--- src/rtl/hazard_ctrl.sv ---
// hazard_ctrl: pipeline hazard controller for the five-stage MIPS core.
// It produces the forwarding selects, the per-stage stall and flush bits, and
// it sequences the iterative HI/LO divider through IDLE/BUSY/DONE.
// Handshake: divStartE requests a divide. The block answers with divDoneE for
// exactly one cycle. divStartE must stay high until that DONE cycle, because
// E is held until then. An exception or reset aborts the divide, and no
// divDoneE follows.
module hazard_ctrl #(
  parameter int REG_AW     = 5,
  parameter int DIV_CYCLES = 32
) (
  input  logic              clk,
  input  logic              rst,
  input  logic [REG_AW-1:0] rsD,
  input  logic [REG_AW-1:0] rtD,
  input  logic              branchD,
  input  logic              jumpD,
  input  logic              balD,
  input  logic [REG_AW-1:0] rsE,
  input  logic [REG_AW-1:0] rtE,
  input  logic [REG_AW-1:0] writeRegE,
  input  logic              regWriteE,
  input  logic              memToRegE,
  input  logic              divStartE,
  input  logic [REG_AW-1:0] writeRegM,
  input  logic              regWriteM,
  input  logic              memToRegM,
  input  logic              hilo_weM,
  input  logic              memReqM,
  input  logic              dataOkM,
  input  logic              excM,
  input  logic [REG_AW-1:0] writeRegW,
  input  logic              regWriteW,
  input  logic              hilo_weW,
  output logic              forwardAD,
  output logic              forwardBD,
  output logic [1:0]        forwardAE,
  output logic [1:0]        forwardBE,
  output logic [1:0]        forwardHiloE,
  output logic              stallF,
  output logic              stallD,
  output logic              stallE,
  output logic              stallM,
  output logic              flushD,
  output logic              flushE,
  output logic              flushM,
  output logic              flushW,
  output logic              divBusy,
  output logic              divDoneE,
  output logic [1:0]        o_dbg_state
);

  localparam logic [1:0] S_IDLE = 2'd0;
  localparam logic [1:0] S_BUSY = 2'd1;
  localparam logic [1:0] S_DONE = 2'd2;
  localparam logic [7:0] CNT_LOAD = 8'(DIV_CYCLES - 1);

  logic [1:0] r_state;
  logic [1:0] w_state_nxt;
  logic [7:0] r_cnt;
  logic [7:0] w_cnt_nxt;

  logic w_load_use;
  logic w_branch_haz;
  logic w_mem_wait;
  logic w_div_stall;
  logic w_e_hits_d;
  logic w_m_hits_d;

  // Register 0 is hardwired, so a write to it never creates a dependency.
  assign w_e_hits_d   = (writeRegE != '0) && ((writeRegE == rsD) || (writeRegE == rtD));
  assign w_m_hits_d   = (writeRegM != '0) && ((writeRegM == rsD) || (writeRegM == rtD));
  assign w_load_use   = memToRegE && w_e_hits_d;
  assign w_branch_haz = branchD && ((regWriteE && w_e_hits_d) || (memToRegM && w_m_hits_d));
  assign w_mem_wait   = memReqM && !dataOkM;
  assign w_div_stall  = ((r_state == S_IDLE) && divStartE) || (r_state == S_BUSY);
  assign o_dbg_state  = r_state;

  // Forwarding selects: the M result is newer, so it wins over W.
  always_comb begin
    forwardAE = 2'b00;
    forwardBE = 2'b00;
    forwardHiloE = 2'b00;
    if ((rsE != '0) && regWriteM && (rsE == writeRegM))      forwardAE = 2'b10;
    else if ((rsE != '0) && regWriteW && (rsE == writeRegW)) forwardAE = 2'b01;
    if ((rtE != '0) && regWriteM && (rtE == writeRegM))      forwardBE = 2'b10;
    else if ((rtE != '0) && regWriteW && (rtE == writeRegW)) forwardBE = 2'b01;
    if (hilo_weM)      forwardHiloE = 2'b10;
    else if (hilo_weW) forwardHiloE = 2'b01;
    forwardAD = (rsD != '0) && regWriteM && (rsD == writeRegM);
    forwardBD = (rtD != '0) && regWriteM && (rtD == writeRegM);
  end

  // Divider state and cycle counter register.
  always_ff @(posedge clk) begin
    if (rst) begin
      r_state <= S_IDLE;
      r_cnt   <= '0;
    end else begin
      r_state <= w_state_nxt;
      r_cnt   <= w_cnt_nxt;
    end
  end

  // Divider next state. An exception aborts the divide, and a memory wait freezes it.
  always_comb begin
    w_state_nxt = r_state;
    w_cnt_nxt   = r_cnt;
    if (excM) begin
      w_state_nxt = S_IDLE;
      w_cnt_nxt   = '0;
    end else if (!w_mem_wait) begin
      case (r_state)
        S_IDLE: if (divStartE) begin
          w_state_nxt = S_BUSY;
          w_cnt_nxt   = CNT_LOAD;
        end
        S_BUSY: if (r_cnt == '0) w_state_nxt = S_DONE;
                else             w_cnt_nxt   = r_cnt - 8'd1;
        S_DONE: w_state_nxt = S_IDLE;
        default: begin
          w_state_nxt = S_IDLE;
          w_cnt_nxt   = '0;
        end
      endcase
    end
  end

  // Stall and flush bits by fixed priority. Divider status comes from the state only.
  always_comb begin
    {stallF, stallD, stallE, stallM} = 4'b0000;
    {flushD, flushE, flushM, flushW} = 4'b0000;
    divBusy  = (r_state != S_IDLE);
    divDoneE = (r_state == S_DONE);
    if (rst) begin
      {flushD, flushE, flushM, flushW} = 4'b1111;
    end else if (excM) begin
      {flushD, flushE, flushM} = 3'b111;
    end else if (w_mem_wait) begin
      {stallF, stallD, stallE, stallM} = 4'b1111;
      flushW = 1'b1;
    end else if (w_div_stall) begin
      {stallF, stallD, stallE} = 3'b111;
      flushM = 1'b1;
    end else if (w_load_use || w_branch_haz) begin
      {stallF, stallD} = 2'b11;
      flushE = 1'b1;
    end else begin
      // A branch-and-link keeps its delay-slot successor, so it is never flushed.
      flushE = jumpD || (branchD && !balD);
    end
  end

endmodule

--- config.mk ---
export PLATFORM = sky130hd
export DESIGN_NAME = hazard_ctrl
export DESIGN_NICKNAME = d
export VERILOG_FILES = /design/src/rtl/hazard_ctrl.sv
export SDC_FILE = /design/constraint.sdc
export NUM_CORES = 1
export LEC_CHECK = 0
export BUFFER_PORTS_ARGS = -buffer_cell sky130_fd_sc_hd__buf_2
export CAP_MARGIN = 10
export CORE_MARGIN = 1.5
export CORE_UTILIZATION = 40
export CTS_CLUSTER_SIZE = 24
export DETAILED_ROUTE_END_ITERATION = 8
export PLACE_DENSITY = 0.7
export SLEW_MARGIN = 30
export SYNTH_ARGS = -nofsm -noshare
export SYNTH_HDL_FRONTEND = slang
export SYNTH_SLANG_ARGS = --single-unit
--- constraint.sdc ---
create_clock -name clk -period 5.7 [get_ports clk]
set_input_delay 1.14 -clock clk [delete_from_list [all_inputs] [get_ports clk]]
set_output_delay 1.14 -clock clk [all_outputs]
set_load 0.03 [all_outputs]
Word-level counts from Yosys, hierarchy flattened
Index checks and enable logic that the tools add are counted.
Word-level totals
  memory bits (read-only): 0
  memory bits (writable): 0
  memories: 0
  logic and storage cells: 96
  register bits after elaboration: 10
  output and inout port bits: 20
  latch bits: 0
Operators by class
  multiply operators: 0
  shift operators: 0
  add/subtract/negate cells: 1
  equal/unequal tests: 15
  bitwise logic cells: 2
  reductions and logical operators: 41
  divide/modulo/power cells: 0
  magnitude comparators: 0
  multiplexer cells: 35
Operator list (count)
  5-bit == test: 10
  5-bit nonzero test: 6
  1-bit two-way mux: 26
  8-bit one-hot mux with 3 select lines: 1
  1-bit logical AND: 21
  8-bit two-way mux: 2
  2-bit two-way mux: 5
  8-bit logical NOT: 1
  8-bit by 1-bit subtractor with 8-bit output, second input constant: 1
  1-bit logical OR: 6
  2-bit != test, second input constant: 2
  2-bit one-hot mux with 2 select lines: 1
  4-bit AND reduction: 1
  3-bit AND reduction: 1
  2-bit by 1-bit == test with 1-bit output, second input constant: 1
  2-bit == test, second input constant: 1
  1-bit logical NOT: 2
  2-bit logical NOT: 1
  2-bit by 1-bit != test with 1-bit output, second input constant: 1
  1-bit NOT: 2
  2-bit nonzero test: 1
  2-bit OR reduction: 1

Longest topological paths before layout
  depth after elaboration: 12
  gate-level depth with buffers: 7
  mapped depth without buffers: 7

Least setup slack after synthesis
No wires, ideal clock.
  path type: input port to output port
  start point: input writeRegM[0]
  end point: output forwardBE[0]
  path slack: 1576 ps
  required time: 4560 ps
  data arrival time: 2984 ps
  cell stages on the path: 5
  cells stage by stage: clkbuf_1 xnor2_1 nand4_1 nor4_1 nor4_1
On the way
  cells in the longest elaborated chain, start to end: 3
RTL lines
  from (decl): line 25  | input logic [REG_AW-1:0] writeRegM,
  5-bit == test: line 86  | if ((rtE != '0) && regWriteM && (rtE == writeRegM)) forwardBE = 2'b10;
  1-bit logical AND: line 86
  2-bit two-way mux: line 86
  to (decl): line 38  | output logic [1:0] forwardBE,
No other way between the ends.

Worst setup path after layout
  start point: input rtE[1]
  end point: output forwardBE[0]
On the way
  cells in the longest elaborated chain, start to end: 5
  elaborated cells between the ends (all ways): 9
RTL lines
  from (decl): line 20  | input logic [REG_AW-1:0] rtE,
  5-bit nonzero test: line 86, 87
  1-bit logical AND (2 in series): line 87  | else if ((rtE != '0) && regWriteW && (rtE == writeRegW)) forwardBE = 2'b01;
  1-bit two-way mux: line 87
  2-bit two-way mux *: line 86
Mark *: on every way between the ends. The rest lies on a longest branch, timed or not.

==> results.py <==
metrics = {
    "power_and_ir_drop": {
        "p_int_uw": 150,
        "peakVddDrop_uv": 50.5,
        "p_switching_uw": 94.7,
        "combinationalPowerShare_pct": 48.4,
        "p_leak_nw": 0.708,
        "seq_power_share_pct": 31.3,
        "powerDensity_nw_per_um2": 147,
        "switching_share_pct": 38.6,
        "pwr-share-clk_pct": 20.2,
    },
    "die": {
        "die_w_um": 60.1,
        "start_util_pct": 42.4,
        "die_area_um2": 3610,
        "rows": 20,
        "die_h_um": 60.1,
        "io_pins": 71,
        "core_area_um2": 3080,
    },
    "sta": {
        "tightest_slew_ns": 0.682,
        "timing.hold.ws_ns": 0.517,
        "setup_ws_ns": 2.04,
        "slew_viol_final": 0,
        "finalCritPeriodShare_pct": 64.2,
        "skew_ns": 0.00524,
        "finalSetupTns_ns": 0,
        "setup_violations": 0,
        "fmax_mhz": 273,
        "rsz0062_at_grt": "false",
        "max_slew_margin_pct": 54.1,
        "hold_violations": 0,
        "period_minus_slack_ns": 3.66,
    },
    "critical_path": {
        "crit_type": "input port to output port",
        "critPathCaptureType": "output port",
        "cp_slowest_cell": "or4_1",
        "critPathLaunchType": "input port",
        "cp_slowest_stage_delay_ns": 0.51,
        "path_buf_inv": 2,
        "cp_data_required_time_ns": 4.56,
        "crit_fanout": 3,
        "critPathArrivalTime_ns": 2.52,
        "cp_top_family": "simple AND/OR/NAND/NOR gates",
        "crit_chain": "buf_2 -> or4_1 -> nor2_1 -> nor4_1 -> nor4_1 -> buf_2",
    },
    "placed_design": {
        "gp_congestion": 0.847,
        "pre_cts_slack_ns": 2.04,
        "post-dp-hpwl_um": 2860,
        "numPortBuffers": 70,
        "dpl.cell_count": 280,
    },
    "routing": {
        "wl_um": 3410,
        "antenna_left": 0,
        "wl_per_cell_um": 12.1,
        "viasPerCell": 5.15,
        "first_iter_violations": 61,
        "drt-pass1-iter-count": 4,
        "drc": 0,
        "vias": 1458,
    },
    "clock_tree": {
        "tritoncts": "done",
        "cts_buffers": 3,
        "htreeDepth": 1,
        "cts.clk_slew.worst_paths_ns": 0.07,
        "ctsHoldBuffers": 0,
        "cts_max_path_buffers": 2,
        "insertion_delay_ns": 0.27,
        "cts_setup_buffers": 0,
        "clockRootBuffer": "clkbuf_4",
        "cts-resized-gates": 0,
        "cts_sinks": 10,
    },
    "synth": {
        "synth_edf_count": 0,
        "synthTopCellsByArea": "xnor2_1 19%, dfxtp_1 15%, xor2_1 8.1%, nor2_1 4.9%, nand2_1 3.7%",
        "syn_avg_cell_area_um2": 7.41,
        "yosys_register_bits": 10,
        "ys_warn_count": 0,
        "netlist_area_um2": 1310,
        "async_reset_ff_share_pct": 0,
        "syn-instance-count": 176,
        "synth.most_common_cell": "xnor2_1",
        "synth_commonest_cells": "29 x xnor2_1, 17 x nor2_1, 13 x nand2_1, 12 x xor2_1, 10 x dfxtp_1",
        "ys.flop_type": "dfxtp_1",
        "seq_area_frac_synth_pct": 15.3,
        "synth_fp_nets": 229,
        "synth_top_area_share_pct": 19.5,
        "synth_cell_types": 41,
        "yosys.area.top_type": "xnor2_1",
    },
    "run": {
        "maxCapViolations": 0,
    },
    "final_layout": {
        "antenna_cells": 0,
        "area_growth_pct": 28.0,
        "stdcell_count": 283,
        "n_fill_cell": 321,
        "regArea_um2": 200,
        "multiInputGateArea_um2": 1030,
        "nNetsFinal": 294,
        "drive_gt1_share_pct": 34.7,
    },
    "run_status": {
        "outcome": "finished, final reports clean",
    },
    "global_routing": {
        "grtUsageTotal_pct": 20.1,
        "grt_overflow": 0,
        "antenna_found_initial": 0,
        "grt_pass1_wl_um": 5610,
        "grt_max_degree": 17,
        "grt_pass1_vias": 1336,
    },
    "worst_hold_path": {
        "min_path_type": "register to register",
    },
}
-- stage by stage --
stage / power [mW] / cell area, um^2 / utilization (%)
finish: 0.245 / 1670 / 54.3
global route: 0.262 / 1670 / 54.3
CTS: 0.247 / 1670 / 54.3
detailed placement: 0.197 / 1650 / 53.5
global placement: 0.197 / 1650 / 53.5
floorplan: 0.158 / 1310 / -
-- layer usage --
layer  track usage, %  up-vias  routed length [um]  part of all wire, %
met2             36.3       55                1660                   49
met5                0        -                   0                    0
met4             7.62        0                  28                 0.82
met3             3.03        3                 193                  5.7
li1                 -      751                   -                    -
met1             23.6      649                1530                   45
-- cells in the final DEF (no fill, tap or decap), drive strengths merged --
cell type and count:
nor3 9, ha 2, or3 3, nor2 17
o311a 2, xor2 12, a2bb2oi 1, buf 70
nand3 6, xnor2 29, a21oi 9, o221ai 1
or4 3, nand2b 3, inv 3, a311oi 1
o21ai 7, nor4 5, nand2 13, o211ai 1
o2111ai 1, o21bai 1, and2 3, dfxtp 10
or4b 1, nor2b 4, and2b 1, or2 2
a22oi 3, o21ba 1, nand4 5, o31a 1
a31oi 4, a41oi 1, nor3b 1, clkbuf 3
-- worst paths after layout --
check           start           end  slack, ns  cells after the start
max            rtE[1]  forwardBE[0]       2.04                      6
min          r_cnt[6]      r_cnt[6]       0.52                      2
max reg2reg  r_cnt[0]      r_cnt[1]       3.45                      7
min reg2reg  r_cnt[6]      r_cnt[6]       0.52                      2
-- tightest hold or removal path, stage by stage (launching register included) --
cell	delay (ns)
dfxtp_1	0.35
nand2_1	0.07
a21oi_1	0.05
-- logic make-up (layout without fill, tap and decap cells) --
family          Yosys count  in the layout  synth area share, %
simple gates             76             76                 30.9
compound gates           34             34                 18.7
flops                    10             10                 15.3
buf+inv                  13             76                 5.66
xor+xnor                 41             41                 27.5
fa+ha+maj                 2              2                 1.92
-- power by group through the flow --
stage	combinational (mW)	clock, mW	sequential [mW]
3_3_place_gp	0.118	0	0.0783
5_1_grt	0.131	0.0534	0.0773
2_1_floorplan	0.0805	0	0.0777
4_1_cts	0.120	0.0511	0.0768
3_5_place_dp	0.119	0	0.0784
6_report	0.119	0.0496	0.0768
-- area by class of cell --
| cell class | instances | area share, % |
|---|---|---|
| inverters | 3 | 0.674 |
| repair buffers | 70 | 21.0 |
| multi-input cells | 153 | 61.7 |
| flip-flops and latches | 10 | 12.0 |
| well taps | 44 | 3.30 |
| clock buffers | 3 | 1.35 |
-- flip-flops by register name, indices dropped and copies added, names as in the netlist --
signal,flops
o_dbg_state,2
r_cnt,8
Power figures use the tool's default switching activity.
